==> src/rtl/noc_rx_endpoint_pkg.sv <==
`default_nettype none
// +--------------------------------------------------------------------------+
// | noc_rx_endpoint_pkg: static link parameters shared by the RX endpoint.   |
// | Revision: 1.0                                                            |
// +--------------------------------------------------------------------------+
package noc_rx_endpoint_pkg;

  // Values mirror the platform's static_params.vh build settings.
  localparam int SP_DATAW          = 64;
  localparam int SP_AXIS_MAX_DATAW = 64;
  localparam int SP_AXIS_DESTW     = 4;
  localparam int SP_AXIS_IDW       = 4;
  localparam int SP_FIFO_DEPTH     = 4;

endpackage
`default_nettype wire

==> src/rtl/add_fifo.sv <==
`default_nettype none
// +--------------------------------------------------------------------------+
// | add_fifo: show-ahead synchronous FIFO, head entry visible on r_data.     |
// | Revision: 1.0                                                            |
// +--------------------------------------------------------------------------+
module add_fifo #(
  parameter int DATA_WIDTH = 8,
  parameter int DEPTH      = 4
) (
  input  logic                  clk,
  input  logic                  rst_n,
  input  logic                  w_enable,
  input  logic [DATA_WIDTH-1:0] w_data,
  input  logic                  r_enable,
  output logic [DATA_WIDTH-1:0] r_data,
  output logic                  full,
  output logic                  empty
);

  localparam int AW = (DEPTH > 1) ? $clog2(DEPTH) : 1;
  localparam logic [AW-1:0] PTR_LAST  = AW'(DEPTH - 1);
  localparam logic [AW:0]   CNT_FULL  = (AW + 1)'(DEPTH);

  logic [DATA_WIDTH-1:0] mem [DEPTH];
  logic [AW-1:0]         wr_ptr;
  logic [AW-1:0]         rd_ptr;
  logic [AW:0]           count;

  always_ff @(posedge clk) begin
    if (w_enable) begin
      mem[wr_ptr] <= w_data;
    end
  end

  always_ff @(posedge clk) begin
    if (!rst_n) begin
      wr_ptr <= '0;
      rd_ptr <= '0;
      count  <= '0;
    end else begin
      if (w_enable) begin
        wr_ptr <= (wr_ptr == PTR_LAST) ? '0 : wr_ptr + AW'(1);
      end
      if (r_enable) begin
        rd_ptr <= (rd_ptr == PTR_LAST) ? '0 : rd_ptr + AW'(1);
      end
      case ({w_enable, r_enable})
        2'b10:   count <= count + (AW + 1)'(1);
        2'b01:   count <= count - (AW + 1)'(1);
        default: count <= count;
      endcase
    end
  end

  assign r_data = mem[rd_ptr];
  assign full   = (count == CNT_FULL);
  assign empty  = (count == '0);

endmodule
`default_nettype wire

==> src/rtl/noc_rx_endpoint.sv <==
`default_nettype none
// +--------------------------------------------------------------------------+
// | noc_rx_endpoint: filters NoC AXIS packets by tdest and buffers them.     |
// | Revision: 1.0                                                            |
// +--------------------------------------------------------------------------+
module noc_rx_endpoint
  import noc_rx_endpoint_pkg::*;
#(
  parameter int                     DATA_W     = SP_DATAW,
  parameter int                     FIFO_DEPTH = SP_FIFO_DEPTH,
  parameter logic [SP_AXIS_DESTW-1:0] MY_ADDR  = '0,
  parameter int                     CNT_W      = 16
) (
  input  logic                         clk,
  input  logic                         rst_n,
  input  logic                         axis_rx_tvalid,
  output logic                         axis_rx_tready,
  input  logic [SP_AXIS_MAX_DATAW-1:0] axis_rx_tdata,
  input  logic                         axis_rx_tlast,
  input  logic [SP_AXIS_DESTW-1:0]     axis_rx_tdest,
  input  logic [SP_AXIS_IDW-1:0]       axis_rx_tid,
  output logic                         rx_valid,
  input  logic                         rx_ready,
  output logic [DATA_W-1:0]            rx_tdata,
  output logic                         rx_tlast,
  output logic [CNT_W-1:0]             pkt_count,
  output logic [CNT_W-1:0]             drop_count,
  output logic                         busy
);

  localparam logic [1:0] ST_HEAD = 2'd0;
  localparam logic [1:0] ST_BODY = 2'd1;
  localparam logic [1:0] ST_DROP = 2'd2;

  typedef enum logic [1:0] {
    HEAD = ST_HEAD,
    BODY = ST_BODY,
    DROP = ST_DROP
  } state_t;

  state_t            state, state_nxt;
  logic              accept, hit, push, pop, drop_inc, pkt_inc;
  logic              fifo_full, fifo_empty;
  logic [DATA_W:0]   fifo_rdata;
  logic              unused_bits;

  // tid and any tdata bits above DATA_W carry nothing for this endpoint.
  assign unused_bits = ^{axis_rx_tid, axis_rx_tdata};

  assign axis_rx_tready = (state == DROP) ? 1'b1 : ~fifo_full;
  assign accept         = axis_rx_tvalid & axis_rx_tready;
  assign hit            = (axis_rx_tdest == MY_ADDR);
  assign pop            = ~fifo_empty & rx_ready;

  always_ff @(posedge clk) begin
    if (!rst_n) state <= HEAD;
    else        state <= state_nxt;
  end

  always_comb begin
    state_nxt = state;
    push      = 1'b0;
    drop_inc  = 1'b0;
    if (accept) begin
      case (state)
        HEAD: begin
          if (hit) begin
            push = 1'b1;
            if (!axis_rx_tlast) state_nxt = BODY;
          end else if (axis_rx_tlast) begin
            drop_inc = 1'b1;
          end else begin
            state_nxt = DROP;
          end
        end
        BODY: begin
          push = 1'b1;
          if (axis_rx_tlast) state_nxt = HEAD;
        end
        DROP: begin
          if (axis_rx_tlast) begin
            drop_inc  = 1'b1;
            state_nxt = HEAD;
          end
        end
        default: state_nxt = HEAD;
      endcase
    end
  end

  add_fifo #(
    .DATA_WIDTH (DATA_W + 1),
    .DEPTH      (FIFO_DEPTH)
  ) u_fifo (
    .clk      (clk),
    .rst_n    (rst_n),
    .w_enable (push),
    .w_data   ({axis_rx_tlast, axis_rx_tdata[DATA_W-1:0]}),
    .r_enable (pop),
    .r_data   (fifo_rdata),
    .full     (fifo_full),
    .empty    (fifo_empty)
  );

  assign rx_valid = ~fifo_empty;
  assign rx_tdata = fifo_rdata[DATA_W-1:0];
  assign rx_tlast = fifo_rdata[DATA_W];
  assign pkt_inc  = pop & rx_tlast;
  assign busy     = (state != HEAD) | ~fifo_empty;

  // Counters hold at all-ones rather than wrapping.
  always_ff @(posedge clk) begin
    if (!rst_n) begin
      pkt_count  <= '0;
      drop_count <= '0;
    end else begin
      if (pkt_inc && (pkt_count != '1))   pkt_count  <= pkt_count + CNT_W'(1);
      if (drop_inc && (drop_count != '1)) drop_count <= drop_count + CNT_W'(1);
    end
  end

endmodule
`default_nettype wire

==> config.mk <==
export PLATFORM = sky130hd
export DESIGN_NAME = noc_rx_endpoint
export DESIGN_NICKNAME = d
export VERILOG_FILES = /design/src/rtl/noc_rx_endpoint_pkg.sv /design/src/rtl/add_fifo.sv /design/src/rtl/noc_rx_endpoint.sv
export SDC_FILE = /design/constraint.sdc
export NUM_CORES = 1
export LEC_CHECK = 0
export BUFFER_PORTS_ARGS = -buffer_cell sky130_fd_sc_hd__clkbuf_2
export CAP_MARGIN = 20
export CORE_MARGIN = 2
export CORE_UTILIZATION = 45
export CTS_CLUSTER_SIZE = 14
export DETAILED_ROUTE_END_ITERATION = 10
export GPL_TIMING_DRIVEN = 0
export HOLD_SLACK_MARGIN = 0.05
export PLACE_DENSITY = 0.69
export SYNTH_ARGS = -nofsm -noshare
export SYNTH_HDL_FRONTEND = slang
export SYNTH_SLANG_ARGS = --single-unit
==> constraint.sdc <==
create_clock -name clk -period 4.9 [get_ports clk]
set_input_delay 0.49 -clock clk [delete_from_list [all_inputs] [get_ports clk]]
set_output_delay 0.49 -clock clk [all_outputs]
set_load 0.03 [all_outputs]
==> tab_implementation.tex <==
\begin{tabular}{lr}
\hline
Metric & Value \\
\hline
\multicolumn{2}{l}{\textbf{Status}} \\
Outcome & finished clean \\
\multicolumn{2}{l}{\textbf{Clocking}} \\
Clock Tree Buf Depth & 3 \\
Cells resized by post-CTS repair & 0 \\
Cell at the root of the clock tree & sky130\_fd\_sc\_hd\_\_clkbuf\_16 \\
CTS Sinks & 303 \\
Number of H-tree branching levels & 1 \\
Number of buffers inserted by hold repair at cts & 0 \\
Latest clock arrival within the worst-skew pair & 540 ps \\
TritonCTS clock tree & done \\
Post-CTS repair timing setup buffer count & 0 \\
Number of buffers created by CTS & 31 \\
Clock-pin slew of the registers on the worst-case setup and hold paths & 60 ps \\
\multicolumn{2}{l}{\textbf{Placement}} \\
Half-perimeter wire length after detailed placement & 14.1 mm \\
RePlAce Congestion & 0.852 \\
Placement Setup Slack & 2060 ps \\
Area of placed instances & 0.0131 mm² \\
Buffers added on ports & 172 \\
\multicolumn{2}{l}{\textbf{Critical path}} \\
Critical path buffers and inverters & 3 \\
Endpoint of the worst register-to-register path & u\_fifo.count[2]\$\_SDFFE\_PN0P\_ \\
Critical path peak fanout & 10 \\
Kind of start point of the critical path & flop \\
Worst path required time & 4410 ps \\
Critical Path End Type & output pin \\
Cells along the critical path & clkbuf\_1 -> clkbuf\_1 -> mux4\_2 -> clkbuf\_2 \\
Reg2Reg Setup Slack & 2020 ps \\
Reg2Reg Launch Point & state[0]\$\_SDFFE\_PN0P\_ \\
Maximum single-stage delay on the critical path & 600 ps \\
Top cell by count, worst path & sky130\_fd\_sc\_hd\_\_clkbuf\_1 \\
Arrival @ worst endpoint & 2610 ps \\
Cell depth of the worst setup path & 4 \\
Slowest-stage cell, CP & sky130\_fd\_sc\_hd\_\_clkbuf\_1 \\
FF-to-FF path depth & 12 \\
Setup Crit Path Kind & reg -> out \\
Critical path endpoint & rx\_tdata[40] \\
Kind of cell adding the most delay to the critical path & buffers and inverters \\
\multicolumn{2}{l}{\textbf{Global route}} \\
Remaining global-route overflow & 0 \\
Met3 layer usage reported by global route & 3.70\% \\
Largest net degree at the start of global routing & 39 \\
Busiest layer in global routing & met2 \\
Initial antenna violation count & 1 \\
Global-route wire length before repair & 34.3 mm \\
Global-route track usage on met1 & 22.6\% \\
Number of global-route vias before repair & 6281 \\
M2 GR Usage & 26.3\% \\
Total track usage & 16.2\% \\
\multicolumn{2}{l}{\textbf{Floorplanning}} \\
Vertical die dimension & 165 µm \\
Horizontal die dimension & 165 µm \\
Boundary pin count & 177 \\
Area inside the core boundary & 0.0258 mm² \\
Effective utilization at floorplan & 45.3\% \\
Number of standard-cell rows in the floorplan & 59 \\
Die Outline Area & 0.0273 mm² \\
\multicolumn{2}{l}{\textbf{Synth}} \\
Warnings, synthesis & 0 \\
Post-synthesis async set-or-reset flop share & 0\% \\
Number of distinct library cells after synthesis & 44 \\
Top cells by instance count after synthesis & sky130\_fd\_sc\_hd\_\_edfxtp\_1, sky130\_fd\_sc\_hd\_\_mux4\_2, sky130\_fd\_sc\_hd\_\_dfxtp\_1 \\
Post-synthesis cell type with the largest combined area & sky130\_fd\_sc\_hd\_\_edfxtp\_1 \\
Cell types with the largest area share after synthesis & sky130\_fd\_sc\_hd\_\_edfxtp\_1, sky130\_fd\_sc\_hd\_\_mux4\_2, sky130\_fd\_sc\_hd\_\_dfxtp\_1, sky130\_fd\_sc\_hd\_\_mux2i\_1, sky130\_fd\_sc\_hd\_\_ha\_1 \\
Sequential cell area fraction in the yosys report & 74.0\% \\
Instance count of the mapped netlist & 616 \\
Most used standard cell by instance count after synthesis & sky130\_fd\_sc\_hd\_\_edfxtp\_1 \\
Synthesized area & 0.0117 mm² \\
Area share of the leading cell type in the synthesized netlist & 66.7\% \\
Net Count, Synth & 705 \\
Syn\_area\_per\_cell & 19.0 µm² \\
Post-synth EDFFs & 260 \\
Top FF cell, synth & sky130\_fd\_sc\_hd\_\_edfxtp\_1 \\
Register bit count reported by yosys & 303 \\
\multicolumn{2}{l}{\textbf{Routing}} \\
Detailed-route wire length & 22.2 mm \\
Routed wire length per instance & 18.7 µm \\
Vias per std cell & 5.39 \\
Number of nets still failing antenna checks after routing & 0 \\
Iteration-0 DRC Markers & 500 \\
Routed vias & 6382 \\
Count of unresolved DRC violations after routing & 0 \\
First drt pass iteration count & 5 \\
\multicolumn{2}{l}{\textbf{STA}} \\
Worst clock skew on the final layout & 14.5 ps \\
Setup repair after global routing missed its margin & false \\
Final critical-path share of the clock period & 63.2\% \\
Setup WS post-layout & 1800 ps \\
Measured slew at the worst slew-check pin & 694 ps \\
Number of failing setup endpoints in the final timing report & 0 \\
Min Clock Period, post-route & 3100 ps \\
Maximum clock rate & 323 MHz \\
Final-report max-slew violation count & 0 \\
Setup total negative slack & 0 ps \\
Max-Slew Margin vs Limit & 53.7\% \\
Final Hold Violating Endpoints & 0 \\
\multicolumn{2}{l}{\textbf{Pwr}} \\
Logic gate share of total power & 6.1\% \\
Power density normalized to cell area & 383 mW/mm² \\
Part of the total power dissipated in sequential elements & 52.2\% \\
Clock network fraction of design power & 41.8\% \\
Internal power of the cells & 0.00426 W \\
Pleak & 4.72 nW \\
Switching share of total power & 21.2\% \\
Max rail drop VDD & 250 µV \\
Net load switching power & 0.00114 W \\
\multicolumn{2}{l}{\textbf{Layout}} \\
Total non-filler cell area in the finished layout & 0.0141 mm² \\
Fillers & 2072 \\
Antenna cells & 0 \\
Final core utilization & 54.5\% \\
Proportion of layout cells with a drive suffix above 1 & 36.5\% \\
Post-layout net count & 914 \\
Area Overhead vs Synth & 20.3\% \\
\multicolumn{2}{l}{\textbf{Job}} \\
\# Max-Cap Violations & 0 \\
\multicolumn{2}{l}{\textbf{Min path}} \\
Class of the most critical hold timing path & in -> reg \\
\hline
\end{tabular}
[power groups by stage]
| stage | Clock (W) | Sequential [W] | Combinational (W) |
|---|---|---|---|
| after global placement | 0 | 0.00288 | 0.000327 |
| final | 0.00226 | 0.00282 | 0.000327 |
| after global routing | 0.00243 | 0.00282 | 0.000357 |
| after CTS | 0.00232 | 0.00282 | 0.000333 |
| after floorplan | 0 | 0.00288 | 0.000211 |
| after detailed placement | 0 | 0.00288 | 0.000332 |
[flip-flops by register name, summed over array words and instances, names as in the netlist, named ones only]
name and count:
state 2, u_fifo.rd_ptr 2, u_fifo.wr_ptr 2, u_fifo.count 3, pkt_count 16, u_fifo.mem 260
drop_count 16
[final cells by class]
type,count,area (µm²),area share [%]
flip-flops and latches,303,8670,61.5
multi-input cells,270,2870,20.4
repair buffers,176,956,6.78
clock buffers,36,795,5.64
well taps,335,419,2.97
clock inverters,21,198,1.40
plain buffers,28,126,0.897
inverters,15,56.3,0.400
[per-layer routing]
metal | part of all wire (%) | vias to the layer above
met5 | 0.054 | -
met4 | 1.5 | 2
met3 | 7.9 | 30
met2 | 47 | 227
met1 | 43 | 3161
li1 | - | 2962
[how the worst min path moves through the flow]
stage                                       from                            to  depth (start not counted)
floorplan           u_fifo.count[2]$_SDFFE_PN0P_  u_fifo.count[2]$_SDFFE_PN0P_                          2
global placement      drop_count[9]$_SDFFE_PN0P_    drop_count[9]$_SDFFE_PN0P_                          2
detailed placement   drop_count[15]$_SDFFE_PN0P_   drop_count[15]$_SDFFE_PN0P_                          2
CTS                            axis_rx_tdata[27]   u_fifo.mem[3][27]$_DFFE_PP_                          1
global route                   axis_rx_tdata[51]   u_fifo.mem[1][51]$_DFFE_PP_                          1
finish                         axis_rx_tdata[41]   u_fifo.mem[2][41]$_DFFE_PP_                          1
[metrics by stage]
step                hold slack [ps]  cells  total power, W
CTS                             144   1184         0.00548
finish                          166   1184         0.00540
global placement                471   1123         0.00320
global route                    155   1184         0.00560
detailed placement              486   1127         0.00321
floorplan                       480    616         0.00309
[cell usage in the layout, fill, tap and decap left out, drive strengths merged, types with 2 or more instances in the layout]
cell type / count
edfxtp: 260
clkbuf: 223
mux4: 65
dfxtp: 43
nand2: 29
a21oi: 21
inv: 17
buf: 17
or4: 16
mux2i: 15
nor4: 14
o31ai: 14
clkinv: 13
nor2: 11
nand3: 11
ha: 11
nand2b: 10
and4: 7
nand4: 7
o21ai: 5
and2: 5
o31a: 3
or3: 3
o41ai: 3
clkinvlp: 3
bufinv: 3
nor3: 2
and3: 2
xor2: 2
o311ai: 2
o21a: 2
[worst reg2reg max path: stages, from the launching register on]
cell                      delay [ps]
sky130_fd_sc_hd__dfxtp_1         330
sky130_fd_sc_hd__inv_1            70
sky130_fd_sc_hd__ha_1            220
sky130_fd_sc_hd__or4b_1          580
sky130_fd_sc_hd__nand2_1         180
sky130_fd_sc_hd__nor2_1          120
sky130_fd_sc_hd__inv_1            80
sky130_fd_sc_hd__ha_1            180
sky130_fd_sc_hd__inv_1            60
sky130_fd_sc_hd__fa_1            370
sky130_fd_sc_hd__xor2_1          160
sky130_fd_sc_hd__or3_1           310
sky130_fd_sc_hd__a21oi_1         140
[logic make-up after synthesis]
kind of cell    Yosys count  share of synthesized area (%)
compound gates           55                           3.19
xor+xnor                  2                          0.150
fa+ha+maj                12                           1.35
buf+inv                  43                           1.56
flops                   303                           74.0
mux                      81                           13.9
simple gates            120                           5.86
Note: power is estimated with default switching activity, not from simulation.
